`config.mk`:
```
export PLATFORM = sky130hd
export DESIGN_NAME = dffe_sweep_gen
export DESIGN_NICKNAME = d
export VERILOG_FILES = /design/src/rtl/dffe_sweep_gen.sv
export SDC_FILE = /design/constraint.sdc
export NUM_CORES = 1
export LEC_CHECK = 0
export CORE_MARGIN = 2
export CORE_UTILIZATION = 40
export CTS_CLUSTER_SIZE = 8
export DETAILED_ROUTE_END_ITERATION = 8
export GPL_ROUTABILITY_DRIVEN = 1
export PLACE_DENSITY_LB_ADDON = 0.2
export SYNTH_ARGS = -nofsm -noshare
export SYNTH_HDL_FRONTEND = slang
export SYNTH_SLANG_ARGS = --single-unit
```
`constraint.sdc`:
```
create_clock -name clk -period 1.8 [get_ports clk]
set_clock_uncertainty 0.05 [all_clocks]
set_input_delay 0.36 -clock clk [delete_from_list [all_inputs] [get_ports clk]]
set_output_delay 0.36 -clock clk [all_outputs]
set_load 0.05 [all_outputs]
```
`src/rtl/dffe_sweep_gen.sv`:
```
// Self-timed D/EN stimulus source for an enabled D flip-flop.
// The run is a settle interval, then a D sweep with EN low, then the same sweep with EN high.
module dffe_sweep_gen #(
  parameter int W    = 2,
  parameter int HOLD = 5,
  parameter int LEAD = 5
) (
  input  logic         clk,
  input  logic         rst_n,
  input  logic         start,
  input  logic         pause,
  output logic [W-1:0] d,
  output logic         en,
  output logic         busy,
  output logic         done,
  output logic [1:0]   phase
);

  // state     | meaning
  // IDLE      | waiting for start, EN low, D holds last value
  // SETUP     | settle for LEAD cycles with D=0, EN=0
  // SWEEP_OFF | D steps 0..2^W-1, HOLD cycles each, EN=0
  // SWEEP_ON  | same sweep with EN=1, then DONE pulse and back to IDLE
  typedef enum logic [1:0] {
    IDLE      = 2'd0,
    SETUP     = 2'd1,
    SWEEP_OFF = 2'd2,
    SWEEP_ON  = 2'd3
  } state_t;

  localparam int CMAX = (LEAD > HOLD) ? LEAD : HOLD;
  localparam int CW   = $clog2(CMAX + 1);
  localparam logic [CW-1:0] LEAD_LAST = CW'(LEAD - 1);
  localparam logic [CW-1:0] HOLD_LAST = CW'(HOLD - 1);
  localparam logic [W-1:0]  STEP_LAST = {W{1'b1}};

  state_t        state, state_n;
  logic [CW-1:0] hold_cnt, hold_n;
  logic [W-1:0]  step_cnt, step_n;
  logic [W-1:0]  d_n;
  logic          en_n, done_n;

  always_ff @(posedge clk) begin
    if (!rst_n) begin
      state    <= IDLE;
      hold_cnt <= '0;
      step_cnt <= '0;
      d        <= '0;
      en       <= 1'b0;
      done     <= 1'b0;
    end else begin
      state    <= state_n;
      hold_cnt <= hold_n;
      step_cnt <= step_n;
      d        <= d_n;
      en       <= en_n;
      done     <= done_n;
    end
  end

  always_comb begin
    state_n = state;
    hold_n  = hold_cnt;
    step_n  = step_cnt;
    d_n     = d;
    en_n    = en;
    done_n  = 1'b0;
    case (state)
      IDLE: begin
        en_n = 1'b0;
        if (start) begin
          state_n = SETUP;
          hold_n  = '0;
          d_n     = '0;
        end
      end
      SETUP: begin
        if (!pause) begin
          if (hold_cnt == LEAD_LAST) begin
            state_n = SWEEP_OFF;
            hold_n  = '0;
            step_n  = '0;
            d_n     = '0;
          end else begin
            hold_n = hold_cnt + 1'b1;
          end
        end
      end
      SWEEP_OFF, SWEEP_ON: begin
        if (!pause) begin
          if (hold_cnt != HOLD_LAST) begin
            hold_n = hold_cnt + 1'b1;
          end else begin
            hold_n = '0;
            step_n = step_cnt + 1'b1;
            d_n    = step_cnt + 1'b1;
            if (step_cnt == STEP_LAST) begin
              // step_cnt wraps to 0 on its own; the last ON step keeps D at full scale
              if (state == SWEEP_OFF) begin
                state_n = SWEEP_ON;
                en_n    = 1'b1;
              end else begin
                state_n = IDLE;
                en_n    = 1'b0;
                d_n     = d;
                done_n  = 1'b1;
              end
            end
          end
        end
      end
      default: state_n = IDLE;
    endcase
  end

  assign busy  = (state != IDLE);
  assign phase = state;

endmodule

```
### Word-level counts from Yosys, hierarchy flattened

Cells that the tools add are included.

* register bits: 11
* input port bits: 4
* output and inout port bits: 7
* word-level logic and storage cells: 66

* add/sub/neg operators: 2
* equality and inequality tests: 13
* muxes and demuxes: 31
* bitwise gates (word level): 3
* reduce and logical (&&, ||, !) cells: 11

Operators with widths (number)
* two-way mux 2 bit: 16
* two-way mux 3 bit: 5
* inequality test 2 bit (second input constant): 6
* one-hot mux 2 bit (3 select lines): 2
* AND reduction 6 bit: 2
* one-hot mux 3 bit (3 select lines): 1
* equality test 2 bit (second input constant): 3
* inequality test 3 bit (second input constant): 2
* nonzero test 2 bit: 3
* two-way mux 1 bit: 5
* AND reduction 5 bit: 1
* OR reduction 5 bit: 1
* one-hot mux 2 bit (2 select lines): 1
* AND reduction 4 bit: 1
* adder 3 x 1 -> 3 bit (second input constant): 1
* equality test 3 bit (second input constant): 1
* NOT 1 bit: 3
* AND reduction 3 bit: 1
* adder 2 x 1 -> 2 bit (second input constant): 1
* equality test 2 x 1 -> 1 bit (second input constant): 1
* logical NOT 2 bit: 1
* one-hot mux 1 bit (2 select lines): 1
* OR reduction 2 bit: 1

### Logic depth before layout (Yosys ltp)

Gate-level depths: netlist of the first run.

* depth after elaboration: 6
* gate-level depth with buffers: 6
* depth with buffers taken out: 6

### Worst setup path before layout of the first run

OpenSTA, ideal clock, no wires.

* kind: register -> register
* from: register state[1] (netlist: phase[1])
* to: register hold_cnt[0]
* setup time: 0.117 ns
* arrival: 1.933 ns
* data required time: 1.633 ns
* path slack: -0.300 ns
* cell stages (with the launch flop): 7
* buffers on the path: 0
* period minus slack after synthesis: 2.100 ns
* cell sequence: dfxtp_1 > inv_1 > ha_1 > or3_4 > a21o_1 > a22oi_1 > nor2_1

* cells in the longest elaborated chain, start to end: 4
* elaborated cells on any way between the ends: 10
* those cells by class: eq/ne (6); mux (1); reduce/logical (3)

Ends and longest elaborated chain
* from (decl): RTL line 37 `state_t state, state_n;`
* from (signal assigned): RTL line 52 `state <= state_n;`
* equality test 2 bit: RTL line 68 `case (state)`
* OR reduction 2 bit: RTL line 68
* inequality test 2 bit (no line)
* AND reduction 3 bit (no line)
* to (signal assigned): RTL line 53 `hold_cnt <= hold_n;`
* to (decl): RTL line 38 `logic [CW-1:0] hold_cnt, hold_n;`

Parallel ways exist; a longest one is shown, timed or not.
A chain may end at the register's enable or synchronous reset.

### Final worst setup path of the first run

Same ends and word-level chain as after synthesis.

==> results of run 1 <==
cells in the final DEF, fill, tap and decap left out, drive strengths merged:
| cell | synthesis | routed |
|---|---|---|
| clkbuf | 1 | 4 |
| a211oi | 1 | 1 |
| a21oi | 4 | 4 |
| buf | 0 | 10 |
| nor3 | 1 | 1 |
| ha | 10 | 10 |
| nand2 | 13 | 13 |
| inv | 8 | 8 |
| nor3b | 1 | 1 |
| nand4b | 1 | 1 |
| dfxtp | 11 | 11 |
| a21o | 1 | 1 |
| clkdlybuf4s50 | 0 | 3 |
| o21ai | 6 | 6 |
| a31oi | 1 | 1 |
| a22oi | 1 | 1 |
| a2111oi | 1 | 1 |
| nor2b | 2 | 2 |
| nand3 | 4 | 4 |
| or3 | 2 | 2 |
| nor4b | 1 | 1 |
| and3 | 1 | 1 |
| o22ai | 2 | 2 |
| nor2 | 4 | 4 |
| mux2i | 6 | 6 |
| a31o | 1 | 1 |
| o211ai | 1 | 1 |
kinds of logic after synthesis:
| logic type | synth area share, % |
|---|---|
| AOI/OAI and AO/OA | 16.3 |
| and+or+nand+nor | 22.0 |
| adders and majority gates | 17.6 |
| buffers and inverters | 4.74 |
| DFF | 30.9 |
| muxes | 8.44 |
synth_stat cells (2+ instances only):
master	number
mux2i_1	6
o22ai_1	2
nor2b_1	2
a21oi_1	4
o21ai_0	6
nor2_1	3
dfxtp_1	11
inv_1	8
nand2_1	12
nand3_1	4
ha_1	10
layout make-up:
cell class / count / area, sq um
flip-flops and latches: 11 / 228
well taps: 25 / 31.3
fillers: 162 / 813
multi-input cells: 65 / 462
clock buffers: 4 / 26.3
inverters: 8 / 30.0
repair buffers: 13 / 118
state kept, by name (all words and copies together), names as in the netlist:
name and count:
hold_cnt 3, en 1, done 1, d 2, step_cnt 2, phase 2
worst max-delay path, delay by kind of cell, from the launching register on:
| family | cells | cell delay (ns) |
|---|---|---|
| AND/OR/NAND/NOR | 2 | 0.45 |
| flip-flops | 1 | 0.40 |
| AO/OA/AOI/OAI | 2 | 0.40 |
| adder cells (fa/ha/maj) | 1 | 0.21 |
| buffers and inverters | 1 | 0.08 |
repair_timing:
| item | in CTS | in global routing |
|---|---|---|
| gates resized for setup | 0 | 2 |
| endpoints found under the hold margin | 0 | 0 |
| setup endpoints to repair | 0 | 5 |
per-stage QoR:
stage,cell area [sq um],util [%],hold WS [ns]
floorplan,719,-,0.388
global route,895,52.4,0.441
CTS,891,52.2,0.420
global placement,865,50.6,0.402
detailed placement,865,50.6,0.403
finish,895,52.4,0.416
power breakdown:
part | internal (W) | switching (W)
registers | 0.000289 | 0.0000513
clock network | 0.0000857 | 0.0000787
logic | 0.000334 | 0.000457
layer usage:
metal | vias to the layer above | track usage (%)
met1 | 284 | 20.7
met5 | - | 0
met2 | 27 | 21.7
met4 | 0 | 6.86
met3 | 0 | 5.88
li1 | 332 | -
final timing paths:
path                               endpoint  slack [ns]  cells after the start  startpoint
worst max-delay path            hold_cnt[0]         0.1                      6    phase[1]
worst min-delay path                   d[0]        0.42                      2        d[0]
worst max register to register  hold_cnt[0]         0.1                      6    phase[1]
worst min register to register         d[0]        0.42                      2        d[0]
==> flow_metrics.tcl, run 1 <==
set metrics [dict create \
    critical_path.endpoint_type "flip-flop" \
    detail_route.wirelength.met1_um 669 \
    maxClockFrequency_ghz 0.587 \
    pre_cts_slack_ns 0.0604 \
    route.detailed.wl_per_inst_um 10.9 \
    post-cts-setup-buffers 0 \
    cts_tree "built" \
    post_route_worst_setup_slack_ns 0.0970 \
    nets 116 \
    power.density_nw_per_um2 1450 \
    worstSkewPairLatency_ns 0.26 \
    min-delay-path-class "flip-flop to flip-flop" \
    synth_edf_count 0 \
    shortest_period_the_worst_path_allows_ns 1.70 \
    finalNonFillerCells 126 \
    start_kind "flip-flop" \
    antenna_cells_inserted 0 \
    leakagePower_nw 0.380 \
    synthCells 85 \
    floorplan.core_area_sq_um 1710 \
    post-synth-top-area-cell "dfxtp_1" \
    cts_made_buffers 3 \
    worstPathCellList "inv_1 > ha_1 > or3_4 > a21o_1 > a22oi_1 > nor2_1" \
    final-setup-viol-count 0 \
    area_growth_pct 25.7 \
    routed-via-count 643 \
    yosys-top-cells-area "dfxtp_1, ha_1, mux2i_1" \
    crit_required_ns 1.91 \
    period_share_pct 94.6 \
    io_buffers 10 \
    max-vdd-ir-drop_uv 919 \
    detailroute.wirelength.met2_um 616 \
    pin_count_of_the_biggest_net_entering_global_routing 11 \
    slew_violations 0 \
    postCtsHoldBufs 0 \
    finalWirelength_mm 1.38 \
    setup_total_negative_slack_ns 0 \
    dr.max_layer_used "met3" \
    design.die.area_sq_um 2130 \
    rsz0062_at_grt "no" \
    route.met3.wl_um 92 \
    via_count_of_the_first_global_routing_pass 563 \
    postSynthNetCount 99 \
    antenna_violating_nets_post_route 0 \
    critical_path.max_fanout 10 \
    synth.lib_cells_used.distinct 28 \
    timing.critical_path.slowest_cell_delay_ns 0.40 \
    synth.cell_area_sq_um 712 \
    slew-limit-headroom_pct 77.6 \
    drive_gt1_share_pct 20.8 \
    status "completed" \
    final_hold_violating_endpoints 0 \
    synth-seq-cells 11 \
    worstMarginPinSlew_ns 0.332 \
    initial_antenna_violation_count 0 \
    data_arrival_time_of_the_critical_path_ns 1.81 \
    synthesis.area_per_instance_sq_um 8.38 \
    ios 11 \
    share_of_the_synthesized_area_in_the_top_cell_type_pct 30.9 \
    drc 0 \
    dpl.cell_count 122 \
    place.gp.congestion 0.794 \
    critical_path_class "flip-flop to flip-flop" \
    detailedRoute.firstIterationViolations 10 \
    core.rowCount 15 \
    grt_first_pass_wirelength_mm 2.37 \
    die_height_um 46.2 \
    share_of_async_settable_or_async_resettable_flops_after_synthesis_pct 0 \
    clock-sinks 11 \
    viasPerCell 5.10 \
    cts-htree-levels 1 \
    synth_top_flop_cell "dfxtp_1" \
    synthesis.yosys.warnings 0 \
    hpwlAfterDp_mm 1.10 \
    slowest_cell_on_the_critical_path "dfxtp_4" \
    total_power_w 0.00130 \
    synth.yosys.seq_area_share_pct 30.9 \
    grt_util_all_layers_pct 15.4 \
    clock_tree.buffer_depth 2 \
    clk_root_buffer_cell "clkbuf_4" \
    globalRouteOverflowTotal 0 \
    detailed_routing_iteration_count_for_the_pre_antenna_repair_pass 4 \
    cap_violations 0 \
    worst_setup_hold_path_clk_slew_ns 0.07 \
    floorplan.die.width_um 46.2 \
    start_util_pct 41.7 \
]
Power figures use the tool's default switching activity.
==> inputs of run 2 (changes only) <==
- HOLD_SLACK_MARGIN: not set -> 0.12
- clock period: 1.8 -> 1.5 ns (I/O delays scaled with it)
==> run 2 against run 1 <==
Net effect:
- the flow now finishes with violations (setup timing)
- via count rose by 11%
- first-iteration DRC count up 50%
- combinational power up 92%
- global-route usage is 2.8 points higher
- power grew 65%
- cell area is 36% higher
- utilization rose by 19 points
- non-clock buffer count increased by 16
- clock power increased by 27%
- count of clock-buffer cells in the layout is the same
- largest cell class unchanged
- highest routed layer is now met4
==> flow_metrics.tcl, run 2 (synthesis gave the netlist of run 1 again) <==
set metrics [dict create \
    min-delay-path-class "flip-flop to flip-flop" \
    clock_tree.buffer_depth 2 \
    intPower_w 0.00122 \
    start_util_pct 41.7 \
    violations "setup timing" \
    cts_tree "built" \
    p_seq_share_pct 19.3 \
    critical_path.max_fanout 5 \
    critical_path_class "flip-flop to flip-flop" \
    layout.area.seq_sq_um 228 \
    pre_cts_slack_ns -0.181 \
    cts-htree-levels 1 \
    layout_common_cells "buf_4, nand2_1, dfxtp_1, buf_12, mux2i_1" \
    timing.rr.start "phase[0]" \
    post-route-cell-area_sq_um 1220 \
    via_count_of_the_first_global_routing_pass 662 \
    floorplan.die.width_um 46.2 \
    ios 11 \
    worstSkewPairLatency_ns 0.28 \
    worst_setup_hold_path_clk_slew_ns 0.07 \
    final_core_util_pct 71.4 \
    pin_count_of_the_biggest_net_entering_global_routing 11 \
    timing.critical_path.slowest_cell_delay_ns 0.42 \
    setup_total_negative_slack_ns -0.386 \
    timing.critical_path.from "phase[0]" \
    crit_required_ns 1.61 \
    grt_util_all_layers_pct 18.2 \
    routed-via-count 713 \
    period_share_pct 105 \
    finalWirelength_mm 1.72 \
    multiInputGateArea_sq_um 586 \
    ff2ff_path_depth 5 \
    detailedRoute.firstIterationViolations 15 \
    slew-limit-headroom_pct 72.5 \
    r2r-end "phase[0]" \
    power_switching_share_pct 43.0 \
    power.density_nw_per_um2 1760 \
    viasPerCell 5.02 \
    globalRouteOverflowTotal 0 \
    die_height_um 46.2 \
    maxClockFrequency_ghz 0.637 \
    final_hold_violating_endpoints 0 \
    worstPathCellList "ha_2 > or3_4 > nor2_4 > o22ai_2 > mux2i_1" \
    critical_path.endpoint_type "flip-flop" \
    status "complete, but fails checks" \
    area_growth_pct 71.2 \
    floorplan.core_area_sq_um 1710 \
    ff2ff_setup_slack_ns -0.07 \
    hpwlAfterDp_mm 1.29 \
    start_kind "flip-flop" \
    power_frac_comb_pct 70.9 \
    largest_register_ff_count 3 \
    fill_cells 125 \
    grt_first_pass_wirelength_mm 2.74 \
    postCtsHoldBufs 0 \
    dpl.cell_count 137 \
    design.die.area_sq_um 2130 \
    detailed_routing_iteration_count_for_the_pre_antenna_repair_pass 4 \
    shortest_period_the_worst_path_allows_ns 1.57 \
    placed_area_sq_um 1080 \
    nets 132 \
    drive_gt1_share_pct 46.2 \
    layout.cells.most_common "buf_4" \
    antenna_cells_inserted 0 \
    crit_family "simple AND/OR/NAND/NOR gates" \
    cap_violations 0 \
    net-switching-power_w 0.000919 \
    core.rowCount 15 \
    cts_made_buffers 3 \
    clock-sinks 11 \
    timing.critical_path.to "phase[0]" \
    data_arrival_time_of_the_critical_path_ns 1.68 \
    worstMarginPinSlew_ns 0.412 \
    route.detailed.wl_per_inst_um 12.1 \
    clkPwrFrac_pct 9.8 \
    place.gp.congestion 0.754 \
    cp.buffers_inverters 0 \
    top_register "hold_cnt" \
    post_route_worst_setup_slack_ns -0.0693 \
    slowest_cell_on_the_critical_path "or3_4" \
    max-vdd-ir-drop_uv 1110 \
    slew_violations 0 \
    final-setup-viol-count 7 \
    rsz0062_at_grt "yes" \
    io_buffers 10 \
    finalNonFillerCells 142 \
    initial_antenna_violation_count 0 \
    antenna_violating_nets_post_route 0 \
    clk_root_buffer_cell "clkbuf_4" \
    leakagePower_nw 0.491 \
    drc 0 \
    critical_path_cell_count 5 \
]
[run 2: cell count changes in the layout (fill, tap and decap cells not counted), sizes merged]
cell  before  now
buf       10   26
[run 2: layer usage]
layer	track usage [%]	up-vias	wire (um)
li1	-	366	-
met1	21.3	322	783
met2	29.7	21	827
met3	5.88	4	79
met4	8.57	0	31
met5	0	-	0
[run 2: layout make-up]
type,count,area share [%]
clock buffer,4,2.16
inverter,8,2.87
multi-input combinational,65,48.0
sequential,11,18.7
tap,25,2.57
timing repair buffer,29,25.7
[run 2: timing repair]
item | in CTS | in global routing
gates cloned | 0 | 0
pin swaps | 1 | 8
setup endpoints to repair | 10 | 10
setup buffers | 0 | 1
resized for setup | 12 | 9
[run 2: worst min-delay path by stage]
stage / from / end / slack, ns / depth (start not counted)
floorplan: pause / done / 0.33 / 1
global placement: step_cnt[1] / step_cnt[1] / 0.42 / 2
detailed placement: step_cnt[1] / step_cnt[1] / 0.44 / 2
CTS: step_cnt[1] / step_cnt[1] / 0.45 / 2
global route: d[0] / d[0] / 0.49 / 2
finish: step_cnt[1] / step_cnt[1] / 0.44 / 2
[run 2: stage by stage]
stage	total power, W	hold slack (ns)
floorplan	0.00115	0.328
global placement	0.00169	0.421
detailed placement	0.00171	0.436
CTS	0.00202	0.447
global route	0.00226	0.494
finish	0.00214	0.444
[run 2: power by group through the flow]
stage | Clock [W] | Sequential [W] | Combinational, W
after floorplan | 0 | 0.000529 | 0.000619
after global placement | 0 | 0.000414 | 0.00128
after detailed placement | 0 | 0.000415 | 0.00130
after CTS | 0.000218 | 0.000408 | 0.00140
after global routing | 0.000228 | 0.000420 | 0.00161
final | 0.000209 | 0.000413 | 0.00152
[run 2: worst register-to-register path, stage by stage, from the launching register on]
cell and delay, ns:
dfxtp_4 0.38, ha_2 0.20, or3_4 0.42, nor2_4 0.16, o22ai_2 0.12, mux2i_1 0.13
==> inputs of run 3 (changes only) <==
- ABC_AREA: not set -> 1
==> run 3 against run 2 <==
Net effect:
- the flow now finishes without violations
- cell area shrank 3.6%
- count of clock-buffer cells in the layout is the same
- highest routed layer unchanged
- fmax is 5.6% higher
- via count increased by 8.4%
- flip-flop and latch count is the same
- largest power group unchanged
- power grew 9.9%
- critical path type is now flip-flop to output pin
- clock power rose by 9%
- critical endpoint is now busy
- setup slack better by 0.083 ns
==> flow_metrics.tcl, run 3 <==
set metrics [dict create \
    cts_made_buffers 3 \
    detailedRoute.firstIterationViolations 2 \
    final-setup-viol-count 0 \
    timing.rr.start "phase[1]" \
    detailed_routing_iteration_count_for_the_pre_antenna_repair_pass 4 \
    largest_register_ff_count 3 \
    worst_setup_hold_path_clk_slew_ns 0.08 \
    leakagePower_nw 0.544 \
    grt_first_pass_wirelength_mm 3.14 \
    top_register "hold_cnt" \
    globalRouteOverflowTotal 0 \
    synth_commonest_cells "nand2_1, inv_1, nor2_1" \
    clock_tree.buffer_depth 2 \
    finalWirelength_mm 1.93 \
    ios 11 \
    intPower_w 0.00119 \
    critical_path.max_fanout 5 \
    place.gp.congestion 0.819 \
    groute.layer.met2.usage_pct 31.8 \
    nets 154 \
    floorplan.core_area_sq_um 1780 \
    io_buffers 10 \
    timing.critical_path.from "phase[0]" \
    post_route_worst_setup_slack_ns 0.0134 \
    hpwlAfterDp_mm 1.30 \
    synth.lib_cells_used.distinct 18 \
    net-switching-power_w 0.00117 \
    synth_edf_count 0 \
    maxClockFrequency_ghz 0.673 \
    cap_violations 0 \
    synth.cell_area_sq_um 781 \
    global_route.usage.met1_pct 24.4 \
    clk_root_buffer_cell "clkbuf_4" \
    slew_violations 0 \
    synth-seq-cells 11 \
    synthesis.yosys.warnings 0 \
    drive_gt1_share_pct 36.0 \
    power_switching_share_pct 49.6 \
    layout_common_cells "nand2_1, inv_1, nor2_1, dfxtp_1" \
    share_of_the_synthesized_area_in_the_top_cell_type_pct 28.2 \
    design.die.area_sq_um 2320 \
    critical_path.endpoint_type "output pin" \
    area_growth_pct 50.5 \
    pre_cts_slack_ns -0.0573 \
    synthCells 118 \
    dpl.cell_count 157 \
    crit_required_ns 1.15 \
    pin_count_of_the_biggest_net_entering_global_routing 7 \
    grt_util_all_layers_pct 19.7 \
    yosys-top-cells-area "dfxtp_1, ha_1, nand2_1" \
    synth.most_common_cell "nand2_1" \
    critical_path_class "flip-flop to output pin" \
    clock-sinks 11 \
    crit_family "flip-flops" \
    start_util_pct 43.8 \
    postSynthNetCount 132 \
    synthesis.area_per_instance_sq_um 6.62 \
    start_kind "flip-flop" \
    data_arrival_time_of_the_critical_path_ns 1.14 \
    min-delay-path-class "flip-flop to flip-flop" \
    r2r-end "d[1]" \
    gr-usage-met3_pct 3.70 \
    timing.critical_path.slowest_cell_delay_ns 0.37 \
    rsz0062_at_grt "yes" \
    ff2ff_path_depth 8 \
    synth_top_flop_cell "dfxtp_1" \
    gr-max-usage-layer "met2" \
    share_of_async_settable_or_async_resettable_flops_after_synthesis_pct 0 \
    worstMarginPinSlew_ns 0.252 \
    antenna_violating_nets_post_route 0 \
    via_count_of_the_first_global_routing_pass 770 \
    core.rowCount 15 \
    shortest_period_the_worst_path_allows_ns 1.49 \
    final_hold_violating_endpoints 0 \
    antenna_cells_inserted 0 \
    viasPerCell 4.71 \
    routed-via-count 773 \
    max-vdd-ir-drop_uv 1300 \
    cp.buffers_inverters 3 \
    critical_path_cell_count 4 \
    ff2ff_setup_slack_ns 0.02 \
    initial_antenna_violation_count 0 \
    route.detailed.wl_per_inst_um 11.8 \
    drc 0 \
    synth.yosys.seq_area_share_pct 28.2 \
    period_share_pct 99.1 \
    power_frac_comb_pct 69.7 \
    slew-limit-headroom_pct 83.0 \
    floorplan.die.width_um 48.2 \
    slowest_cell_on_the_critical_path "dfxtp_4" \
    power.density_nw_per_um2 2000 \
    cts_tree "built" \
    layout.cells.most_common "nand2_1" \
    timing.critical_path.to "busy" \
    worstPathCellList "inv_4 > ha_2 > inv_2 > buf_12" \
    status "completed" \
    cts-htree-levels 1 \
    worstSkewPairLatency_ns 0.29 \
    setup_total_negative_slack_ns 0 \
    postCtsHoldBufs 0 \
    clkPwrFrac_pct 9.7 \
    post-synth-top-area-cell "dfxtp_1" \
    die_height_um 48.2 \
    p_seq_share_pct 20.6 \
    finalNonFillerCells 164 \
]
[run 3: cells by family (layout without fill, tap and decap cells)]
| group | after synthesis | after routing | share of synthesized area (%) |
|---|---|---|---|
| AOI/OAI and AO/OA | 13 | 13 | 9.29 |
| adders and majority gates | 10 | 10 | 16.0 |
| buffers and inverters | 23 | 44 | 11.4 |
| DFF | 11 | 11 | 28.2 |
| and+or+nand+nor | 61 | 61 | 35.1 |
[run 3: worst min path at each step]
stage / start / end / slack [ns] / depth (start not counted)
after floorplan: pause / done / 0.42 / 3
after global placement: en / en / 0.43 / 2
after detailed placement: en / en / 0.44 / 2
after CTS: en / en / 0.45 / 2
after global routing: en / en / 0.46 / 2
final: en / en / 0.45 / 2
[run 3: layer usage]
metal / wire (um) / vias to the layer above
met1: 924 / 346
met4: 48 / 0
met3: 52 / 5
met5: 0 / -
met2: 906 / 13
li1: - / 409
[run 3: power groups by stage]
stage | clock, W | combinational [W] | sequential, W
floorplan | 0 | 0.000783 | 0.000601
global placement | 0 | 0.00133 | 0.000495
detailed placement | 0 | 0.00135 | 0.000498
CTS | 0.000230 | 0.00145 | 0.000473
global route | 0.000238 | 0.00180 | 0.000495
finish | 0.000227 | 0.00164 | 0.000485
[run 3: per-stage QoR]
stage                     area (sq um)  hold WS (ns)  power, W  utilization (%)
after floorplan                    793         0.420   0.00138                -
after global placement            1030         0.433   0.00183             57.6
after detailed placement          1030         0.440   0.00185             57.6
after CTS                         1090         0.452   0.00215             61.3
after global routing              1170         0.462   0.00253             65.9
final                             1170         0.450   0.00235             65.9
[run 3: repair_timing]
action / CTS / global route
pin swaps: 0 / 7
gates resized for setup: 6 / 20
setup endpoints to repair: 4 / 10
setup buffers: 3 / 0
[run 3: worst reg2reg max path, stage by stage, from the launching register on]
cell and delay, ns:
dfxtp_4 0.39, inv_2 0.07, ha_1 0.22, nand2_1 0.12
nand2_2 0.10, nor2_4 0.21, nand3_2 0.10, nand2_1 0.07
nor2_1 0.04
[run 3: cell type report]
type                            instances  area (sq um)
Inverter                               22          86.3
Tap cell                               25          31.3
Timing Repair Buffer                   18           234
Fill cell                             140           608
Multi-Input combinational cell         84           568
Sequential cell                        11           229
Clock buffer                            4          26.3
